## config.mk

```make
export PLATFORM = sky130hd
export DESIGN_NAME = robot_step_sequencer
export DESIGN_NICKNAME = d
export VERILOG_FILES = /design/src/rtl/robot_step_sequencer.sv
export SDC_FILE = /design/constraint.sdc
export NUM_CORES = 1
export LEC_CHECK = 0
export ABC_AREA = 0
export ABC_CLOCK_PERIOD_IN_PS = 4700
export CORE_MARGIN = 2
export CORE_UTILIZATION = 33
export CTS_CLUSTER_SIZE = 40
export DETAILED_ROUTE_END_ITERATION = 12
export PLACE_DENSITY_LB_ADDON = 0.15
export SYNTH_ARGS = -nofsm -noshare
export SYNTH_HDL_FRONTEND = slang
export SYNTH_SLANG_ARGS = --single-unit
```

## constraint.sdc

```tcl
create_clock -name clock -period 4.7 [get_ports clock]
set_input_delay 0.47 -clock clock [delete_from_list [all_inputs] [get_ports clock]]
set_output_delay 0.47 -clock clock [all_outputs]
set_load 0.02 [all_outputs]
```

## src/rtl/robot_step_sequencer.sv

```systemverilog
// Step controller for the pipe cleaner robot: sense, decide, act, settle, map.
// Optional pause-after-map parking is enabled with SEQ_PAUSE_EN.
module robot_step_sequencer #(
  parameter int unsigned MAX_STEPS     = 256,
  parameter int unsigned SETTLE_CYCLES = 4,
  parameter int unsigned MAX_TURNS     = 4
) (
  input  logic        clock,
  input  logic        reset,
`ifdef SEQ_PAUSE_EN
  input  logic        pause,
`endif
  input  logic        start,
  input  logic        head,
  input  logic        left,
  input  logic        under,
  input  logic        barreira,
  output logic        sense_en,
  output logic        orient_en,
  output logic        move_en,
  output logic        map_en,
  output logic        avancar,
  output logic        girar,
  output logic        remover,
  output logic        busy,
  output logic        done,
  output logic        stuck,
  output logic [15:0] step_count
);

  localparam logic [15:0] MAX_S  = 16'(MAX_STEPS);
  localparam logic [7:0]  SET_LD = 8'(SETTLE_CYCLES - 1);
  localparam logic [3:0]  MAX_T  = 4'(MAX_TURNS);

  typedef enum logic [3:0] {
    S_IDLE,
    S_SENSE,
    S_DECIDE,
    S_ACT,
    S_SETTLE,
    S_MAP,
`ifdef SEQ_PAUSE_EN
    S_PAUSED,
`endif
    S_DONE,
    S_STUCK
  } state_t;

  state_t      state;
  logic        head_q;
  logic        left_q;
  logic        under_q;
  logic        bar_q;
  logic [3:0]  turns;
  logic [3:0]  turns_nx;
  logic [7:0]  settle_cnt;
  logic [15:0] step_nx;
  logic        dec_a;
  logic        dec_g;
  logic        dec_r;
  logic        to_stuck;

  // Left-hand rule never turns twice in a row into an open side.
  always_comb begin
    dec_a = 1'b0;
    dec_g = 1'b0;
    dec_r = 1'b0;
    if (under_q) begin
      dec_r = 1'b1;
    end else if (head_q && bar_q) begin
      dec_r = 1'b1;
    end else if (!head_q && !left_q) begin
      dec_a = girar;
      dec_g = !girar;
    end else if (!head_q) begin
      dec_a = 1'b1;
    end else begin
      dec_g = 1'b1;
    end
  end

  always_comb begin
    turns_nx = turns;
    if (dec_g) begin
      turns_nx = turns + 4'd1;
    end else if (dec_a) begin
      turns_nx = 4'd0;
    end
  end

  assign to_stuck = dec_g && (turns_nx == MAX_T);
  assign step_nx  = step_count + 16'd1;

  always_ff @(posedge clock) begin
    if (reset) begin
      state      <= S_IDLE;
      head_q     <= 1'b0;
      left_q     <= 1'b0;
      under_q    <= 1'b0;
      bar_q      <= 1'b0;
      turns      <= 4'd0;
      settle_cnt <= 8'd0;
      step_count <= 16'd0;
      sense_en   <= 1'b0;
      orient_en  <= 1'b0;
      move_en    <= 1'b0;
      map_en     <= 1'b0;
      avancar    <= 1'b0;
      girar      <= 1'b0;
      remover    <= 1'b0;
      busy       <= 1'b0;
      done       <= 1'b0;
      stuck      <= 1'b0;
    end else begin
      sense_en  <= 1'b0;
      orient_en <= 1'b0;
      move_en   <= 1'b0;
      map_en    <= 1'b0;
      case (state)
        S_IDLE: begin
          if (start) begin
            state    <= S_SENSE;
            sense_en <= 1'b1;
            busy     <= 1'b1;
          end
        end
        S_SENSE: begin
          head_q  <= head;
          left_q  <= left;
          under_q <= under;
          bar_q   <= barreira;
          state   <= S_DECIDE;
        end
        S_DECIDE: begin
          turns <= turns_nx;
          if (to_stuck) begin
            state   <= S_STUCK;
            stuck   <= 1'b1;
            busy    <= 1'b0;
            avancar <= 1'b0;
            girar   <= 1'b0;
            remover <= 1'b0;
          end else begin
            state     <= S_ACT;
            avancar   <= dec_a;
            girar     <= dec_g;
            remover   <= dec_r;
            orient_en <= dec_g;
            move_en   <= dec_a | dec_r;
          end
        end
        S_ACT: begin
          settle_cnt <= SET_LD;
          state      <= S_SETTLE;
        end
        S_SETTLE: begin
          if (settle_cnt == 8'd0) begin
            state  <= S_MAP;
            map_en <= 1'b1;
          end else begin
            settle_cnt <= settle_cnt - 8'd1;
          end
        end
        S_MAP: begin
          step_count <= step_nx;
          if (step_nx == MAX_S) begin
            state   <= S_DONE;
            done    <= 1'b1;
            busy    <= 1'b0;
            avancar <= 1'b0;
            girar   <= 1'b0;
            remover <= 1'b0;
`ifdef SEQ_PAUSE_EN
          end else if (pause) begin
            state <= S_PAUSED;
            busy  <= 1'b0;
`endif
          end else begin
            state    <= S_SENSE;
            sense_en <= 1'b1;
          end
        end
`ifdef SEQ_PAUSE_EN
        S_PAUSED: begin
          if (!pause) begin
            state    <= S_SENSE;
            sense_en <= 1'b1;
            busy     <= 1'b1;
          end
        end
`endif
        S_DONE: state <= S_DONE;
        S_STUCK: state <= S_STUCK;
        default: state <= S_IDLE;
      endcase
    end
  end

endmodule
```

== Word-level counts from Yosys, hierarchy flattened ==
Cells that the tools add are included.
Storage, ports and cells
  word-level logic and storage cells: 91
  output and inout port bits: 26
  input port bits: 7
  register bits after elaboration: 46
Cells by class
  muxes and demuxes: 33
  equality and inequality tests: 14
  add/subtract/negate cells: 3
  reduce and logical (&&, ||, !) cells: 20
  bitwise gates (word level): 3
Operator list (count)
  case mux 4 bit (8 select lines): 1
  == test 4 x 3 -> 1 bit, second input constant: 5
  2-to-1 mux 1 bit: 19
  adder 16 x 1 -> 16 bit, second input constant: 1
  == test 16 x 9 -> 1 bit, second input constant: 1
  2-to-1 mux 4 bit: 4
  case mux 8 bit (2 select lines): 1
  inequality test 2 bit, second input constant: 5
  AND reduction 2 bit: 5
  == test 4 x 2 -> 1 bit, second input constant: 2
  logical NOT 8 bit: 1
  2-to-1 mux 8 bit: 1
  case mux 1 bit (2 select lines): 4
  subtractor 8 x 1 -> 8 bit, second input constant: 1
  2-to-1 mux 3 bit: 2
  adder 4 x 1 -> 4 bit, second input constant: 1
  == test 4 x 1 -> 1 bit, second input constant: 1
  logical NOT 4 bit: 1
  AND reduction 4 bit: 1
  nonzero test 2 bit: 2
  OR reduction 2 bit: 2
  logical AND 1 bit: 3
  logical NOT 1 bit: 3
  case mux 1 bit (3 select lines): 1
  4 further kinds: 5

== Depth between registers and ports, before layout ==
  depth in word-level cells: 11
  depth in mapped cells: 7
  mapped depth without buffers: 7

== Least setup slack after synthesis ==
No wires, ideal clock.
  path kind: register to register
  from: register step_count[6]
  to: register remover
  period minus slack after synthesis: 2.007 ns
  library setup time: 0.130 ns
  arrival time: 1.878 ns
  slack: 2.693 ns
  stages on the path, launching flop included: 8
  path buffers: 1
  required time: 4.570 ns
  path through: dfxtp_1 > buf_4 > and3_4 > nand4_4 > or4b_4 > a21oi_4 > and4_4 > o32ai_1
On the way
  cells in the longest elaborated chain, start to end: 4
Ends and longest elaborated chain
  start, declared: RTL line 28  | output logic [15:0] step_count
  start signal, assigned: RTL line 165  | step_count <= step_nx;
  adder 16 x 1 -> 16 bit: RTL line 92  | assign step_nx = step_count + 16'd1;
  == test 16 x 9 -> 1 bit: RTL line 166  | if (step_nx == MAX_S) begin
  inequality test 2 bit (no source line)
  AND reduction 2 bit (no source line)
  end signal, assigned: RTL line 147  | remover <= dec_r;
  end, declared: RTL line 24  | output logic remover,
Every way passes these cells.
A chain may end at the register's enable or synchronous reset.

== Worst setup path after layout ==
  from: register step_count[0]
  to: register busy
On the way
  cells in the longest elaborated chain, start to end: 4
Ends and longest elaborated chain
  adder 16 x 1 -> 16 bit: RTL line 92
  == test 16 x 9 -> 1 bit: RTL line 166
  inequality test 2 bit (no source line)
  AND reduction 4 bit (no source line)
  end signal, assigned: RTL line 111  | busy <= 1'b0;
  end signal, assigned: RTL line 124  | busy <= 1'b1;
  end signal, assigned: RTL line 169  | busy <= 1'b0;
  end, declared: RTL line 25  | output logic busy,
Every way passes these cells.

==> impl_metrics.ini <==
[grt]
grt_usage = 0.138
grt_max_degree = 25
antenna_found_initial = 0
grt_pass1_wl_um = 8600
grt.overflow.total = 0
grt_pass1_vias = 1851

[timing]
drv_slew = 0
fmax_ghz = 0.475
hold_viol = 0
relSlewSlack = 0.367
tns_ns = 0
min_period_over_period = 0.448
worst_slew_pin_slew_ns = 0.947
setup_viol = 0
grt_setup_unrepaired = false
fin_skew_ns = 0.00524
finalCriticalPeriod_ns = 2.10
whs_ns = 0.495

[setup_path]
crit_path_frequent_cell = nor4_1
cp-start-kind = flip-flop
cpMaxStageDelayCell = dfxtp_1
setup.worst_path.end_class = flip-flop
cp.buffers_inverters = 0
critical_path.max_stage_delay_ns = 0.39
cp_max_fo = 5
critPathKind = reg -> reg
critPathTopFamily = simple AND/OR/NAND/NOR gates
worstPathCellList = ha_1 > nand2_1 > nor4_1 > mux2i_1 > a21oi_4 > and4_4 > nor4_1
crit_arrival_ns = 2.30
critical_path_required_ns = 4.90

[final_layout]
final_core_util = 0.412
drive_gt1_frac = 0.0878
final_nets = 307
antenna_cells = 0
finish.instance_area_um2 = 2810
synthToLayoutAreaGrowth_pct = 20.3

[clock_tree]
cts_buffer_depth = 2
cts_buffers = 5
cts_resized = 0
holdBufCountCts = 0
cts_setup_buffers = 0
cts_sinks = 45
h-tree-depth = 2
tritoncts = yes
cts_root_buf = clkbuf_8
clk_latency_ns = 0.29
clk_pin_slew_ns = 0.08

[floorplan]
dieArea_um2 = 7780
core-area_um2 = 6830
row_count = 30
die_h_um = 88.2
pin_count = 33
start_util = 0.342
die_w_um = 88.2

[hold_path]
hold_class = reg -> reg

[synthesis]
yosys.area.top_type = dfxtp_1
synth_area_leaders = dfxtp_1, nor2_1, xor2_1, nand3_1, a21oi_1
synth-compound-area-share = 0.134
ys.warnings.count = 0
yosysSeqAreaShare = 0.385
yosys.area_share.simple = 0.324
syn_area_per_cell_um2 = 8.70
synth_seq_cells = 45
synth_nets = 280
synth_top_area_share = 0.385
synth_mux_area_frac = 0.0214
synth_area_um2 = 2340
synth_xor_area_frac = 0.0824
synth_top_cells_by_count = dfxtp_1, nor2_1, nand2_1
synthArstFlopShare = 0
synth_flop_cell = dfxtp_1
yosysUniqueCellTypes = 59
synth_top_family_by_area = simple AND/OR/NAND/NOR gates
synthCells = 269
synth_fa_ha_area_frac = 0.0214
yosysMostFrequentCell = dfxtp_1
synth_edf_count = 0

[detailed_routing]
avgViaCountPerCell = 5.01
drt_wl_total_um = 4990
dr.pass1.iters = 4
drcViolationCount = 0
vias = 1965
drtIter0Drc = 51
wl_per_cell_um = 12.7
antenna_left = 0

[power]
powerDensity_nw_per_um2 = 271
power_w = 0.000762
peakVddDrop_mv = 0.0986
power_leakage_nw = 0.976

[placed_design]
place_area_um2 = 2730
hpwlAfterDp_um = 3590
io_buffer_count = 32
gp_congestion = 0.807

[run]
drv_cap = 0

[outcome]
outcome = finished clean
==> layout by cell type, fill, tap and decap left out, types with 3 or more instances in the layout <==
cell type	Yosys	layout
dfxtp_1	45	45
nor2_1	41	41
clkdlybuf4s50_1	0	32
nand2_1	17	17
nand3_1	16	16
xor2_1	16	16
a21oi_1	13	13
nor3_1	9	9
o21ai_0	7	7
xnor2_1	6	6
clkbuf_8	0	6
nor3b_1	5	5
or3_1	5	5
mux2i_1	5	5
inv_1	4	4
nand4_1	4	4
and2_1	4	4
a211oi_1	4	4
ha_1	4	4
nor4_1	3	3
nand3b_1	3	3
==> metrics by stage <==
step           setup WS (ns)  instances
2_1_floorplan           2.69        269
3_3_place_gp            2.42        385
3_5_place_dp            2.39        385
4_1_cts                 2.59        392
5_1_grt                 2.34        392
6_report                2.60        392
==> state kept, by name, indices dropped and copies added, names as in the netlist, 3 cells and up <==
signal,cells
settle_cnt,8
step_count,16
state,3
turns,4
==> worst register-to-register path: stages (launching register included) <==
cell and delay [ns]:
dfxtp_1 0.39, ha_1 0.27, nand2_1 0.14, nor4_1 0.38, mux2i_1 0.33, a21oi_4 0.07
and4_4 0.23, nor4_1 0.22
==> cell families after synthesis <==
| group | after synthesis |
|---|---|
| AND/OR/NAND/NOR | 132 |
| flip-flops | 45 |
| AO/OA/AOI/OAI | 44 |
| XOR/XNOR | 22 |
| buffers and inverters | 17 |
| multiplexers | 5 |
| adder cells (fa/ha/maj) | 4 |
==> where the power goes <==
part           total, W  internal, W  leakage, nW  switching, W
Sequential     0.000414     0.000395        0.364     0.0000187
Clock          0.000237     0.000117       0.0443      0.000120
Combinational  0.000111    0.0000506        0.567     0.0000601
==> layer usage <==
metal	vias to the layer above	routed length, um	GRT usage	part of all wire
li1	1019	-	-	-
met1	910	2660	0.197	0.53
met2	29	2140	0.209	0.43
met3	7	142	0.0302	0.028
met4	0	54	0.0372	0.011
met5	-	0	0	0
==> worst paths after layout <==
path	startpoint	endpoint	slack (ns)	depth (start not counted)
worst max-delay path	step_count[0]$_SDFFE_PP0N_	busy$_SDFFE_PP0P_	2.60	7
worst min-delay path	step_count[1]$_SDFFE_PP0N_	step_count[1]$_SDFFE_PP0N_	0.49	2
worst min register to register	step_count[1]$_SDFFE_PP0N_	step_count[1]$_SDFFE_PP0N_	0.49	2
worst max register to register	step_count[0]$_SDFFE_PP0N_	busy$_SDFFE_PP0P_	2.60	7
==> area by class of cell <==
class / instances / area, um2
Multi-Input combinational cell: 207 / 1360
Timing Repair Buffer: 33 / 328
Fill cell: 720 / 4020
Tap cell: 96 / 120
Inverter: 4 / 15.0
Sequential cell: 45 / 901
Clock buffer: 7 / 86.3
No activity file was read; power rests on OpenSTA's default activity.
==> patch, RTL diff (same settings) <==
Re-encode `state_t` (8 states) as Gray code, 3 bits wide.
--- a/src/rtl/robot_step_sequencer.sv
+++ b/src/rtl/robot_step_sequencer.sv
@@ -32,18 +32,18 @@
   localparam logic [7:0]  SET_LD = 8'(SETTLE_CYCLES - 1);
   localparam logic [3:0]  MAX_T  = 4'(MAX_TURNS);
 
-  typedef enum logic [3:0] {
-    S_IDLE,
-    S_SENSE,
-    S_DECIDE,
-    S_ACT,
-    S_SETTLE,
-    S_MAP,
+  typedef enum logic [2:0] {
+    S_IDLE   = 3'b000,
+    S_SENSE  = 3'b001,
+    S_DECIDE = 3'b011,
+    S_ACT    = 3'b010,
+    S_SETTLE = 3'b110,
+    S_MAP    = 3'b111,
 `ifdef SEQ_PAUSE_EN
     S_PAUSED,
 `endif
-    S_DONE,
-    S_STUCK
+    S_DONE   = 3'b101,
+    S_STUCK  = 3'b100
   } state_t;
 
   state_t      state;
Check against the original RTL: no difference found for any inputs over 10 cycles, from zero or initial values and one cycle with reset high; not proved beyond that.
==> patch against the unedited design <==
  * Hold slack lost 0.0037 ns
  * Largest power group unchanged
  * Setup slack got worse by 0.36 ns
  * Count of clock-buffer cells in the layout stayed put
  * Design area rose by 0.36%
  * Final cell count is 4.1% higher
  * Routed wire length is 3.9% higher
  * Total power rose by 2.2%
  * Combinational power is 9% higher
  * Area after synthesis fell by 0.16%
  * Sequential cell count is the same
==> patch: results (changes against the unedited design) <==
| Metric | Value |
|---|---|
| Gpl congestion | `0.784 (was 0.807)` |
| Nets | `323 (was 307)` |
| Setup-failing EPs final | `0 (unchanged)` |
| Routed vias/inst | `4.98 (was 5.01)` |
| Unique masters post-synth | `51 (was 59)` |
| Setup Fix Bufs, Post-CTS | `0 (unchanged)` |
| Outcome | `finished clean (unchanged)` |
| Synth Area in Adders | `2.14% (about the same)` |
| Synth Area in XOR/XNOR | `7.12% (was 8.24%)` |
| Yosys top cell by area | `dfxtp_1 (unchanged)` |
| Port Buf Inserts | `32 (unchanged)` |
| Root buffer cell | `clkbuf_8 (unchanged)` |
| Vias in the first global route | `1879 (was 1851)` |
| Worst reg-to-reg setup slack | `2.23 ns (was 2.60 ns)` |
| Seq/Total Area, Yosys | `38.6% (was 38.5%)` |
| R2R Path Start | `step_count[3] (was step_count[0])` |
| Post-synthesis mux area share | `2.25% (was 2.14%)` |
| Syn_nets | `295 (was 280)` |
| Primary FF master, synth | `dfxtp_1 (unchanged)` |
| Reg2reg end | `girar (was busy)` |
| Clk Latency, worst-skew pair | `0.29 ns (about the same)` |
| CP arrival | `2.65 ns (was 2.30 ns)` |
| Synth cell count leaders | `dfxtp_1 (45), nor2_1 (38), nand2_1 (25), a21oi_1 (19), nor3_1 (14) (was dfxtp_1 (45), nor2_1 (41), nand2_1 (17), nand3_1 (16), xor2_1 (16))` |
| Top Registers | `step_count (16), settle_cnt (8), turns (4) (unchanged)` |
| Min Tclk post-route | `2.47 ns (was 2.10 ns)` |
| N_diodes | `0 (unchanged)` |
| Gr usage total | `14.6% (was 13.8%)` |
| HP Class | `reg -> reg (unchanged)` |
| Clk buf depth | `2 (unchanged)` |
| WL/cell | `12.7 um (about the same)` |
| Ys Warns | `0 (unchanged)` |
| Synth Area in Compound Gates | `18.4% (was 13.4%)` |
| CTS H-Tree Depth | `2 (unchanged)` |
| Top cells by area, synth | `dfxtp_1 (39%), nor2_1 (6.1%), a21oi_1 (4.1%) (was dfxtp_1 (39%), nor2_1 (6.6%), xor2_1 (6.0%))` |
| Async SR Flop Fraction | `0% (unchanged)` |
| Leak | `0.962 nW (was 0.976 nW)` |
| Clk_skew | `0.00770 ns (was 0.00524 ns)` |
| Worst r2r path cells | `6 (was 7)` |
| Crit-path max FO | `8 (was 5)` |
| Relative slew slack | `47.4% (was 36.7%)` |
| DP HPWL | `3690 um (was 3590 um)` |
| First-pass GRT wire length | `9070 um (was 8600 um)` |
| Initial antenna violation count | `0 (unchanged)` |
| Pin count of the biggest net entering global routing | `23 (was 25)` |
| Peak supply drop | `0.0916 mV (was 0.0986 mV)` |
| CTS resizes | `0 (unchanged)` |
| DRT iter0 DRCs | `124 (was 51)` |
| Layout cells sized above 1 | `7.05% (was 8.78%)` |
==> patch: worst min path at each step <==
stage,slack [ns],start,end,cells after the start
floorplan,0.45,settle_cnt[0],settle_cnt[0],1
global placement,0.47,stuck,stuck,2
detailed placement,0.47,settle_cnt[0],settle_cnt[0],1
CTS,0.49,settle_cnt[0],settle_cnt[0],1
global route,0.51,settle_cnt[0],settle_cnt[0],1
finish,0.49,settle_cnt[0],settle_cnt[0],1
==> patch: report_power, final <==
group          total [mW]  switching, mW  internal, mW
Sequential          0.417         0.0211         0.396
Clock               0.241          0.124         0.117
Combinational       0.121         0.0689        0.0518
Total               0.779          0.214         0.565
==> patch: final cells by class <==
class                           instances  area, um2
Clock buffer                            7       86.3
Fill cell                             719       4010
Inverter                                5       18.8
Multi-Input combinational cell        222       1370
Sequential cell                        45        901
Tap cell                               96        120
Timing Repair Buffer                   33        328
==> patch: metrics by stage <==
step                      power [mW]  utilization (%)  hold slack, ns  area, um2  instances
after CTS                      0.794             41.3           0.493       2820        408
final                          0.779             41.3           0.491       2820        408
after floorplan                0.512                -           0.451       2340        284
after global routing           0.827             41.3           0.510       2820        408
after detailed placement       0.547             40.1           0.474       2740        401
after global placement         0.548             40.1           0.470       2740        401
==> patch: per-layer routing <==
layer | vias up | track usage (%) | part of all wire, %
li1 | 1076 | - | -
met1 | 914 | 20.3 | 52
met2 | 36 | 22.6 | 44
met3 | 4 | 3.68 | 3.8
met4 | 0 | 3.72 | 0.79
met5 | - | 0 | 0
==> patch: kinds of logic (layout without fill, tap and decap cells) <==
family,after synthesis,after routing
adder cells (fa/ha/maj),4,4
multiplexers,5,5
flip-flops,45,45
XOR/XNOR,19,19
buffers and inverters,17,45
AND/OR/NAND/NOR,128,128
AO/OA/AOI/OAI,66,66
==> patch: critical path, cell delays in order (launching register included) <==
cell      delay [ns]
dfxtp_1         0.50
nand4_4         0.17
or4_4           0.58
nor4b_4         0.26
o211ai_2        0.13
or3_4           0.40
a311o_1         0.31
